`config.mk`:
```
export PLATFORM = sky130hd
export DESIGN_NAME = seq_scan_ctrl
export DESIGN_NICKNAME = d
export VERILOG_FILES = /design/src/rtl/seq_det_pkg.sv /design/src/rtl/seq_bit_matcher.sv /design/src/rtl/seq_scan_ctrl.sv
export SDC_FILE = /design/constraint.sdc
export NUM_CORES = 1
export LEC_CHECK = 0
export ABC_AREA = 1
export CAP_MARGIN = 30
export CORE_MARGIN = 2
export CORE_UTILIZATION = 35
export CTS_CLUSTER_SIZE = 14
export DETAILED_ROUTE_END_ITERATION = 8
export MAX_ROUTING_LAYER = met4
export PLACE_DENSITY = 0.55
export SLEW_MARGIN = 40
export SYNTH_ARGS = -nofsm -noshare
export SYNTH_HDL_FRONTEND = slang
export SYNTH_SLANG_ARGS = --single-unit
```
`constraint.sdc`:
```
create_clock -name clk -period 1.61 [get_ports clk]
set_input_delay 0.161 -clock clk [delete_from_list [all_inputs] [get_ports clk]]
set_output_delay 0.161 -clock clk [all_outputs]
set_load 0.005 [all_outputs]
```
`src/rtl/seq_det_pkg.sv`:
```
// -----------------------------------------------------------------------------
// seq_det_pkg
// Shared definitions for the serial pattern detector slice:
//   - state_t      : frame controller FSM encoding (IDLE/LOAD/SHIFT/DONE)
//   - *_DEF        : default widths for word, pattern and match counter
//   - idx_width()  : width of a bit index into a word of a given size
// -----------------------------------------------------------------------------
package seq_det_pkg;

    localparam int WORD_W_DEF = 8;
    localparam int PAT_W_DEF  = 4;
    localparam int CNT_W_DEF  = 16;

    typedef enum logic [1:0] {
        IDLE  = 2'd0,
        LOAD  = 2'd1,
        SHIFT = 2'd2,
        DONE  = 2'd3
    } state_t;

    // A one-bit word still needs a one-bit index signal.
    function automatic int idx_width(input int w);
        return (w > 1) ? $clog2(w) : 1;
    endfunction

endpackage

```
`src/rtl/seq_bit_matcher.sv`:
```
// -----------------------------------------------------------------------------
// seq_bit_matcher
// Programmable serial bit matcher. Bits arrive one per valid cycle, oldest
// first; the pattern's MSB is compared against the oldest bit of the window.
//
// Ports
//   clk        in   rising-edge clock
//   rst_n      in   asynchronous active-low reset
//   clear      in   synchronous clear of history, fill count and hit
//   bit_in     in   serial bit
//   bit_valid  in   bit_in is valid this cycle
//   pattern    in   PAT_W-bit pattern to detect
//   overlap    in   1 = overlapping matches allowed
//   hit        out  registered match pulse, one cycle after the matching bit
// -----------------------------------------------------------------------------
module seq_bit_matcher
    import seq_det_pkg::*;
#(
    parameter int PAT_W = PAT_W_DEF
) (
    input  logic             clk,
    input  logic             rst_n,
    input  logic             clear,
    input  logic             bit_in,
    input  logic             bit_valid,
    input  logic [PAT_W-1:0] pattern,
    input  logic             overlap,
    output logic             hit
);

    localparam int                FILL_W    = $clog2(PAT_W + 1);
    localparam logic [FILL_W-1:0] FILL_FULL = FILL_W'(PAT_W);
    localparam logic [FILL_W-1:0] FILL_ARM  = FILL_W'(PAT_W - 1);

    logic [PAT_W-1:0]  hist_q, hist_d;
    logic [FILL_W-1:0] fill_q, fill_d;
    logic              hit_q, hit_d;
    logic [PAT_W-1:0]  window;
    logic              match;

    always_comb begin
        window = {hist_q[PAT_W-2:0], bit_in};
        // fill+1 >= PAT_W rewritten as fill >= PAT_W-1 to stay in FILL_W bits.
        match  = bit_valid && (window == pattern) && (fill_q >= FILL_ARM);

        hist_d = hist_q;
        fill_d = fill_q;
        hit_d  = 1'b0;

        if (clear) begin
            hist_d = '0;
            fill_d = '0;
        end else if (bit_valid) begin
            hist_d = window;
            hit_d  = match;
            // Non-overlapping mode: a match consumes its bits, so the next
            // candidate must be built from PAT_W fresh bits.
            if (match && !overlap) begin
                fill_d = '0;
            end else if (fill_q != FILL_FULL) begin
                fill_d = fill_q + FILL_W'(1);
            end
        end
    end

    always_ff @(posedge clk or negedge rst_n) begin
        if (!rst_n) begin
            hist_q <= '0;
            fill_q <= '0;
            hit_q  <= 1'b0;
        end else begin
            hist_q <= hist_d;
            fill_q <= fill_d;
            hit_q  <= hit_d;
        end
    end

    assign hit = hit_q;

endmodule

```
`src/rtl/seq_scan_ctrl.sv`:
```
// -----------------------------------------------------------------------------
// seq_scan_ctrl
// Frame-level scan controller: accepts parallel words on a valid/ready stream,
// serializes them MSB first into seq_bit_matcher, counts hits across the frame
// (including patterns spanning word boundaries) and pulses done at frame end.
//
// Ports
//   clk, rst_n            clock, asynchronous active-low reset
//   start                 pulse in IDLE: latch config, clear count, begin frame
//   abort                 return to IDLE from any state, no done
//   cfg_pattern/overlap   matcher configuration, latched at start
//   s_valid/s_data/s_last input word stream (s_last marks final word)
//   s_ready               word accepted this cycle when s_valid is also high
//   bit_out/bit_valid     serial bit presented to the matcher
//   hit                   one-cycle pulse per detected pattern
//   match_count           saturating hit count for current/last frame
//   busy                  controller not idle
//   done                  one-cycle pulse at frame end (count is final)
// -----------------------------------------------------------------------------
module seq_scan_ctrl
    import seq_det_pkg::*;
#(
    parameter int WORD_W = WORD_W_DEF,
    parameter int PAT_W  = PAT_W_DEF,
    parameter int CNT_W  = CNT_W_DEF
) (
    input  logic              clk,
    input  logic              rst_n,
    input  logic              start,
    input  logic              abort,
    input  logic [PAT_W-1:0]  cfg_pattern,
    input  logic              cfg_overlap,
    input  logic              s_valid,
    input  logic [WORD_W-1:0] s_data,
    input  logic              s_last,
    output logic              s_ready,
    output logic              bit_out,
    output logic              bit_valid,
    output logic              hit,
    output logic [CNT_W-1:0]  match_count,
    output logic              busy,
    output logic              done
);

    localparam int               IDX_W   = idx_width(WORD_W);
    localparam logic [IDX_W-1:0] IDX_TOP = IDX_W'(WORD_W - 1);
    localparam logic [CNT_W-1:0] CNT_MAX = '1;

    state_t            state_q, state_d;
    logic [WORD_W-1:0] word_q, word_d;
    logic [IDX_W-1:0]  idx_q, idx_d;
    logic              last_q, last_d;
    logic [PAT_W-1:0]  pat_q, pat_d;
    logic              ovl_q, ovl_d;
    logic [CNT_W-1:0]  count_q, count_d;

    logic start_go;
    logic idx_zero;
    logic accept;
    logic m_valid;
    logic m_clear;
    logic m_hit;

    // A start that coincides with abort is ignored entirely.
    always_comb begin
        start_go = (state_q == IDLE) && start && !abort;
        idx_zero = (idx_q == '0);
        accept   = s_valid && s_ready;
    end

    // ---------------------------------------------------------------- FSM: state register
    always_ff @(posedge clk or negedge rst_n) begin
        if (!rst_n) begin
            state_q <= IDLE;
        end else begin
            state_q <= state_d;
        end
    end

    // ---------------------------------------------------------------- FSM: next state
    always_comb begin
        state_d = state_q;
        if (abort) begin
            state_d = IDLE;
        end else begin
            case (state_q)
                IDLE:    if (start) state_d = LOAD;
                LOAD:    if (accept) state_d = SHIFT;
                SHIFT: begin
                    if (idx_zero) begin
                        if (last_q)      state_d = DONE;
                        else if (accept) state_d = SHIFT;
                        else             state_d = LOAD;
                    end
                end
                DONE:    state_d = IDLE;
                default: state_d = IDLE;
            endcase
        end
    end

    // ---------------------------------------------------------------- FSM: outputs
    always_comb begin
        s_ready   = 1'b0;
        bit_valid = 1'b0;
        bit_out   = 1'b0;
        done      = 1'b0;
        busy      = (state_q != IDLE);
        case (state_q)
            LOAD:  s_ready = !abort;
            SHIFT: begin
                bit_valid = 1'b1;
                bit_out   = word_q[idx_q];
                // Final bit of a non-last word: take the next word in the
                // same cycle so the serial stream has no bubble.
                s_ready   = idx_zero && !last_q && !abort;
            end
            DONE:  done = !abort;
            default: ;
        endcase

        // Abort withholds the current bit so its hit never fires.
        m_valid = bit_valid && !abort;
        m_clear = start_go;

        // match_count already includes the hit being reported this cycle,
        // so the count and the hit pulse move together.
        if (m_hit && (count_q != CNT_MAX)) begin
            match_count = count_q + CNT_W'(1);
        end else begin
            match_count = count_q;
        end
    end

    assign hit = m_hit;

    // ---------------------------------------------------------------- datapath
    always_comb begin
        word_d  = word_q;
        idx_d   = idx_q;
        last_d  = last_q;
        pat_d   = pat_q;
        ovl_d   = ovl_q;
        count_d = match_count;

        if (start_go) begin
            pat_d   = cfg_pattern;
            ovl_d   = cfg_overlap;
            count_d = '0;
        end

        if (accept) begin
            word_d = s_data;
            last_d = s_last;
            idx_d  = IDX_TOP;
        end else if ((state_q == SHIFT) && !idx_zero) begin
            idx_d = idx_q - IDX_W'(1);
        end
    end

    always_ff @(posedge clk or negedge rst_n) begin
        if (!rst_n) begin
            word_q  <= '0;
            idx_q   <= '0;
            last_q  <= 1'b0;
            pat_q   <= '0;
            ovl_q   <= 1'b0;
            count_q <= '0;
        end else begin
            word_q  <= word_d;
            idx_q   <= idx_d;
            last_q  <= last_d;
            pat_q   <= pat_d;
            ovl_q   <= ovl_d;
            count_q <= count_d;
        end
    end

    // ---------------------------------------------------------------- matcher
    seq_bit_matcher #(
        .PAT_W (PAT_W)
    ) u_matcher (
        .clk       (clk),
        .rst_n     (rst_n),
        .clear     (m_clear),
        .bit_in    (bit_out),
        .bit_valid (m_valid),
        .pattern   (pat_q),
        .overlap   (ovl_q),
        .hit       (m_hit)
    );

endmodule

```
* Yosys cells after proc, flatten, opt, wreduce, memory -nomap -nowiden
Cells that the tools add are included.
** Word-level totals
- Register bits :: 42
- Input port bits :: 19
- Output and inout bits :: 22
** Cells by class
- Add/sub/neg operators :: 3
- Order comparisons :: 2
- Eq/ne operators :: 9
- Muxes and demuxes :: 25
- Reductions and logical operators :: 23
** Operator list (count)
- 16-bit two-way mux :: 2
- 3-bit two-way mux :: 8
- 16-bit by 1-bit adder with 16-bit output, second input constant :: 1
- 16-bit inequality test, second input constant :: 1
- 2-bit two-way mux :: 6
- 3-bit inequality test, second input constant :: 4
- 1-bit logical AND :: 11
- 2-bit one-hot mux with 4 select lines :: 1
- 1-bit two-way mux :: 6
- 2-bit nonzero test :: 3
- 2-bit equality test, second input constant :: 2
- 4-bit equality test :: 1
- 1-bit logical NOT :: 4
- 3-bit by 4-bit < comparator with 1-bit output, second input constant :: 1
- 3-bit by 1-bit adder with 3-bit output, second input constant :: 1
- 1-bit binary-select mux with 3-bit select :: 1
- 3-bit by 2-bit >= comparator with 1-bit output, second input constant :: 1
- 3-bit logical NOT :: 1
- 3-bit AND reduction :: 1
- 3-bit nonzero test :: 1
- 3-bit by 1-bit subtractor with 3-bit output, second input constant :: 1
- 2-bit by 1-bit equality test with 1-bit output, second input constant :: 1
- 2-bit logical NOT :: 1
- 1-bit one-hot mux with 2 select lines :: 1
- 2-bit AND reduction :: 1

* Logic depth before layout (Yosys ltp)
- Word-level depth :: 10
- Gate-level depth with buffers :: 13

* Cells and area by module
A second synthesis with hierarchy kept.
** Unflattened totals
- Cell total of the unflattened synthesis :: 351
- Area total of the unflattened synthesis :: 2537.4 um^2
** Modules (own cells, without submodules)
- seq_scan_ctrl :: times used 1, cells each 288, area each 2084.5 um^2, sequential area each 875.8 um^2
- seq_bit_matcher :: times used 1, cells each 63, area each 452.9 um^2, sequential area each 175.2 um^2

* Worst setup path before layout
Ideal clock, no wire load.
- Kind :: register -> register
- Start :: register state_q[0]
- End :: register state_q[0]
- Library setup time :: 0.123 ns
- Arrival :: 1.688 ns
- Data required time :: 1.487 ns
- Slack :: -0.201 ns
- Stages on the path, launching flop included :: 12
- Buffers on the path :: 0
- Clock period less this slack :: 1.811 ns
- Path through :: dfrtp_1 > inv_1 > ha_1 > inv_2 > nor2_2 > nand3_1 > a21boi_2 > nand2_2 > o21ai_0 > inv_1 > o21ai_1 > o21ai_1
** On the way
- Cells in the longest elaborated chain, start to end :: 8
- Elaborated cells on any way between the ends :: 15
- Those cells by class :: eq/ne (6); mux (6); reduce/logical (3)
** Ends and longest elaborated chain
- start, declared :: line seq_scan_ctrl.sv:49 : state_t state_q, state_d;
- start signal, assigned :: line seq_scan_ctrl.sv:76 : state_q <= state_d;
- 2-bit equality test or 2-bit by 1-bit equality test with 1-bit output (tied branches) :: line seq_scan_ctrl.sv:109 : case (state_q)
- 1-bit one-hot mux with 2 select lines * :: line seq_scan_ctrl.sv:109
- named net s_ready :: line seq_scan_ctrl.sv:36 : output logic s_ready,
- 1-bit logical AND * :: line seq_scan_ctrl.sv:68 : accept = s_valid && s_ready;
- 2-bit two-way mux :: line seq_scan_ctrl.sv:92 : else if (accept) state_d = SHIFT;
- 2-bit two-way mux :: line seq_scan_ctrl.sv:91 : if (last_q) state_d = DONE;
- 2-bit two-way mux :: line seq_scan_ctrl.sv:90 : if (idx_zero) begin
- 2-bit one-hot mux with 4 select lines :: line seq_scan_ctrl.sv:86 : case (state_q)
- 2-bit two-way mux :: line seq_scan_ctrl.sv:83 : if (abort) begin
The timed path passes the listed nets; every way through them passes the cells marked *. The select of a mux whose other input is x is not followed.
A chain may end at the register's enable or synchronous reset.

* Final worst setup path
- Start :: register count_q[0]
- End :: output port match_count[5]
** On the way
- Cells in the longest elaborated chain, start to end :: 3
- Elaborated cells on any way between the ends :: 4
- Those cells by class :: add/sub (1); eq/ne (1); mux (1); reduce/logical (1)
** Ends and longest elaborated chain
- start, declared :: line seq_scan_ctrl.sv:55 : logic [CNT_W-1:0] count_q, count_d;
- start signal, assigned :: line seq_scan_ctrl.sv:175 : count_q <= count_d;
- parallel branches: the longest is 2 deep, another holds 16-bit by 1-bit adder with 16-bit output
- 16-bit two-way mux * :: line seq_scan_ctrl.sv:128 : if (m_hit && (count_q != CNT_MAX)) begin
- end, declared :: line seq_scan_ctrl.sv:40 : output logic [CNT_W-1:0] match_count,
Every way passes the cells marked *.

==> impl_metrics.ini <==
[outcome]
status = finished with violations
violations = negative setup slack

[floorplan]
start_util = 0.359
rows = 30
core_mm2 = 0.00676
die-area_mm2 = 0.00760
io_pins = 41
chipWidth_um = 87.2
dieHeight_um = 87.2

[clocking]
cts_tree = done
insertion_delay_ps = 310
cts_buffers = 5
cts_root_buffer = clkbuf_8
htreeDepth = 2
clock-sinks = 42
clockBufferDepth = 2
clkTransAtPathRegs_ps = 90

[logic_synthesis]
synth.area.top_cells = dfrtp_1 43%, nand2_1 10%, inv_1 8.8%, ha_1 5.7%, nor2_1 5.3%
ys_seq_elements = 42
syn_inst = 305
yosys_warnings = 0
synth_top_area_share = 0.434
synth_common_cells = 67 x nand2_1, 57 x inv_1, 42 x dfrtp_1, 34 x nor2_1, 16 x o21ai_0
synth_cell_type_count = 35
seq_area_frac_synth = 0.434
synth_area_leader_cell = dfrtp_1
syn_nets = 335
syn_area_per_cell_um2 = 7.94
synth_edf_count = 0
synthArstFlopShare = 1.00
synth_area_mm2 = 0.00242
yosys_most_used_dff = dfrtp_1
synth_most_common_cell = nand2_1

[grt]
grt_pass1_vias = 2490
grt.total_usage = 0.188
grt_overflow = 0
grt_pass1_wl_mm = 10.9
antenna_found_initial = 0
grt_max_degree = 25

[worst_setup_path]
cpPeakStageDelay_ps = 380
cp_max_fo = 4
end_kind = output pin
path_cells = ha_2, nand3_4, nor3_4, nand3_2, nand2_4, buf_4, nor2_4, nand3_2, xor2_2, inv_1, buf_2
critPathSlowestCell = dfrtp_1
cp-start-kind = flip-flop
cpLargestDelayFamily = simple AND/OR/NAND/NOR gates
cp_common_cell = nand3_2
critical_path_class = reg2out
cp_num_buf_inv = 3
crit_arrival_ps = 1960
critPathRequiredTime_ps = 1450

[drt]
route.detailed.drc = 0
drtPass1Iterations = 5
vias = 2482
wl_mm = 6.97
postRouteAntennaNets = 0
drt_iter0_markers = 40
drt-wirelength-per-cell_um = 13.0
avgViaCountPerCell = 4.64

[placement]
port_buffers = 40
place_ws_ps = -555
dp_hpwl_mm = 4.12
gp_congestion = 0.802

[sta]
worst_pin_slew_ps = 495
fin_crit_ps = 2120
rsz0062_at_grt = yes
period_share = 1.31
max_freq_mhz = 472
hold_viol_final = 0
max_slew_margin = 0.670
skew_ps = 9.42
final-setup-viol-count = 57
slew_violations = 0
layout_setup_ws_ps = -507

[layout]
layout-drive-gt1-share = 0.554
area_growth_pct = 81.9
num_antenna_cells = 0
postLayoutCoreUtil = 0.652
nets = 484

[power_and_ir_drop]
power.total_w = 0.00511
irDropWorstVdd_uv = 833
pwr_density_cell_mw_per_mm2 = 1160
p_leak_nw = 2.21

[worst_hold_path]
min_path_type = in2async

[job]
cap_violations = 0
## through the flow
stage                     TNS (ps)  hold WS, ps  cell area, um^2  instances
after CTS                   -12380          354             4070        527
after global placement       -9050          137             3450        488
after global routing        -18290          399             4410        535
final                       -11200          352             4410        535
after floorplan               -305         -135             2460        305
after detailed placement    -10650          144             3450        488
## kinds of logic after synthesis
| logic type | synth area share |
|---|---|
| adder cells (fa/ha/maj) | 0.0568 |
| AND/OR/NAND/NOR | 0.267 |
| buffers and inverters | 0.101 |
| AO/OA/AOI/OAI | 0.0708 |
| XOR/XNOR | 0.0708 |
| flip-flops | 0.434 |
## area by class of cell
class / count / area, um^2
clock buffers: 5 / 68.8
clock inverters: 3 / 68.8
fillers: 544 / 2350
inverters: 61 / 249
multi-input cells: 199 / 1640
flip-flops and latches: 42 / 1050
well taps: 80 / 100
repair buffers: 145 / 1220
## where the power goes
| group | switching (W) | leakage, nW | internal [W] | total (W) |
|---|---|---|---|---|
| combinational | 0.00123 | 1.60 | 0.00130 | 0.00253 |
| clock | 0.000411 | 0.0683 | 0.000622 | 0.00103 |
| sequential | 0.000209 | 0.540 | 0.00134 | 0.00155 |
## registers in the layout, summed over array words and instances, names as in the netlist
signal and count:
idx_q 3, u_matcher.hist_q 3, ovl_q 1, count_q 16, pat_q 4, u_matcher.hit 1, last_q 1, word_q 8
u_matcher.fill_q 3, state_q 2
## layer usage
metal  GRT usage  share of wire  vias up
met4      0.0503          0.034        0
li1            -              -     1229
met2       0.334           0.54       47
met5           -              0        -
met3      0.0398          0.031       21
met1       0.214           0.40     1185
## cell usage in the layout, fill, tap and decap left out, types with 2 or more instances in the layout
| cell type | instances |
|---|---|
| buf_8 | 2 |
| nand3_4 | 2 |
| xor2_2 | 8 |
| o22ai_2 | 3 |
| nor2_2 | 9 |
| inv_4 | 3 |
| nor3_4 | 3 |
| nor2_4 | 9 |
| nand3_2 | 10 |
| dfrtp_1 | 39 |
| nand3_1 | 3 |
| nor3_2 | 2 |
| inv_1 | 47 |
| nand2_4 | 9 |
| o21ai_4 | 2 |
| nand4_1 | 6 |
| buf_12 | 2 |
| inv_2 | 9 |
| xor2_1 | 6 |
| buf_4 | 77 |
| o21ai_1 | 9 |
| clkbuf_2 | 2 |
| ha_4 | 5 |
| nor2_1 | 19 |
| clkdlybuf4s50_1 | 18 |
| buf_2 | 17 |
| o21ai_2 | 8 |
| ha_1 | 5 |
| a21oi_2 | 2 |
| nand2_2 | 23 |
| bufinv_16 | 2 |
| clkbuf_8 | 5 |
| buf_6 | 24 |
| nand2_1 | 40 |
| dfrtp_2 | 3 |
| clkinv_4 | 2 |
| o211ai_1 | 2 |
## timing repair
item,in CTS,in global routing
pin swaps,47,51
hold buffers,1,0
endpoints found under the hold margin,18,0
gates cloned,1,2
setup endpoints to repair,55,62
resized for setup,151,101
buffers inserted,37,15
## worst paths after layout
path	cells past startpoint	endpoint	start	slack [ps]
max in group asynchronous	3	state_q[1]	rst_n	750
hold reg to reg	2	pat_q[1]	pat_q[1]	520
min in group clk	3	word_q[0]	s_data[0]	380
setup reg to reg	12	count_q[11]	count_q[4]	-460
setup / recovery	11	match_count[5]	count_q[0]	-510
hold / removal	2	count_q[7]	rst_n	350
Note: power is estimated with default switching activity, not from simulation.
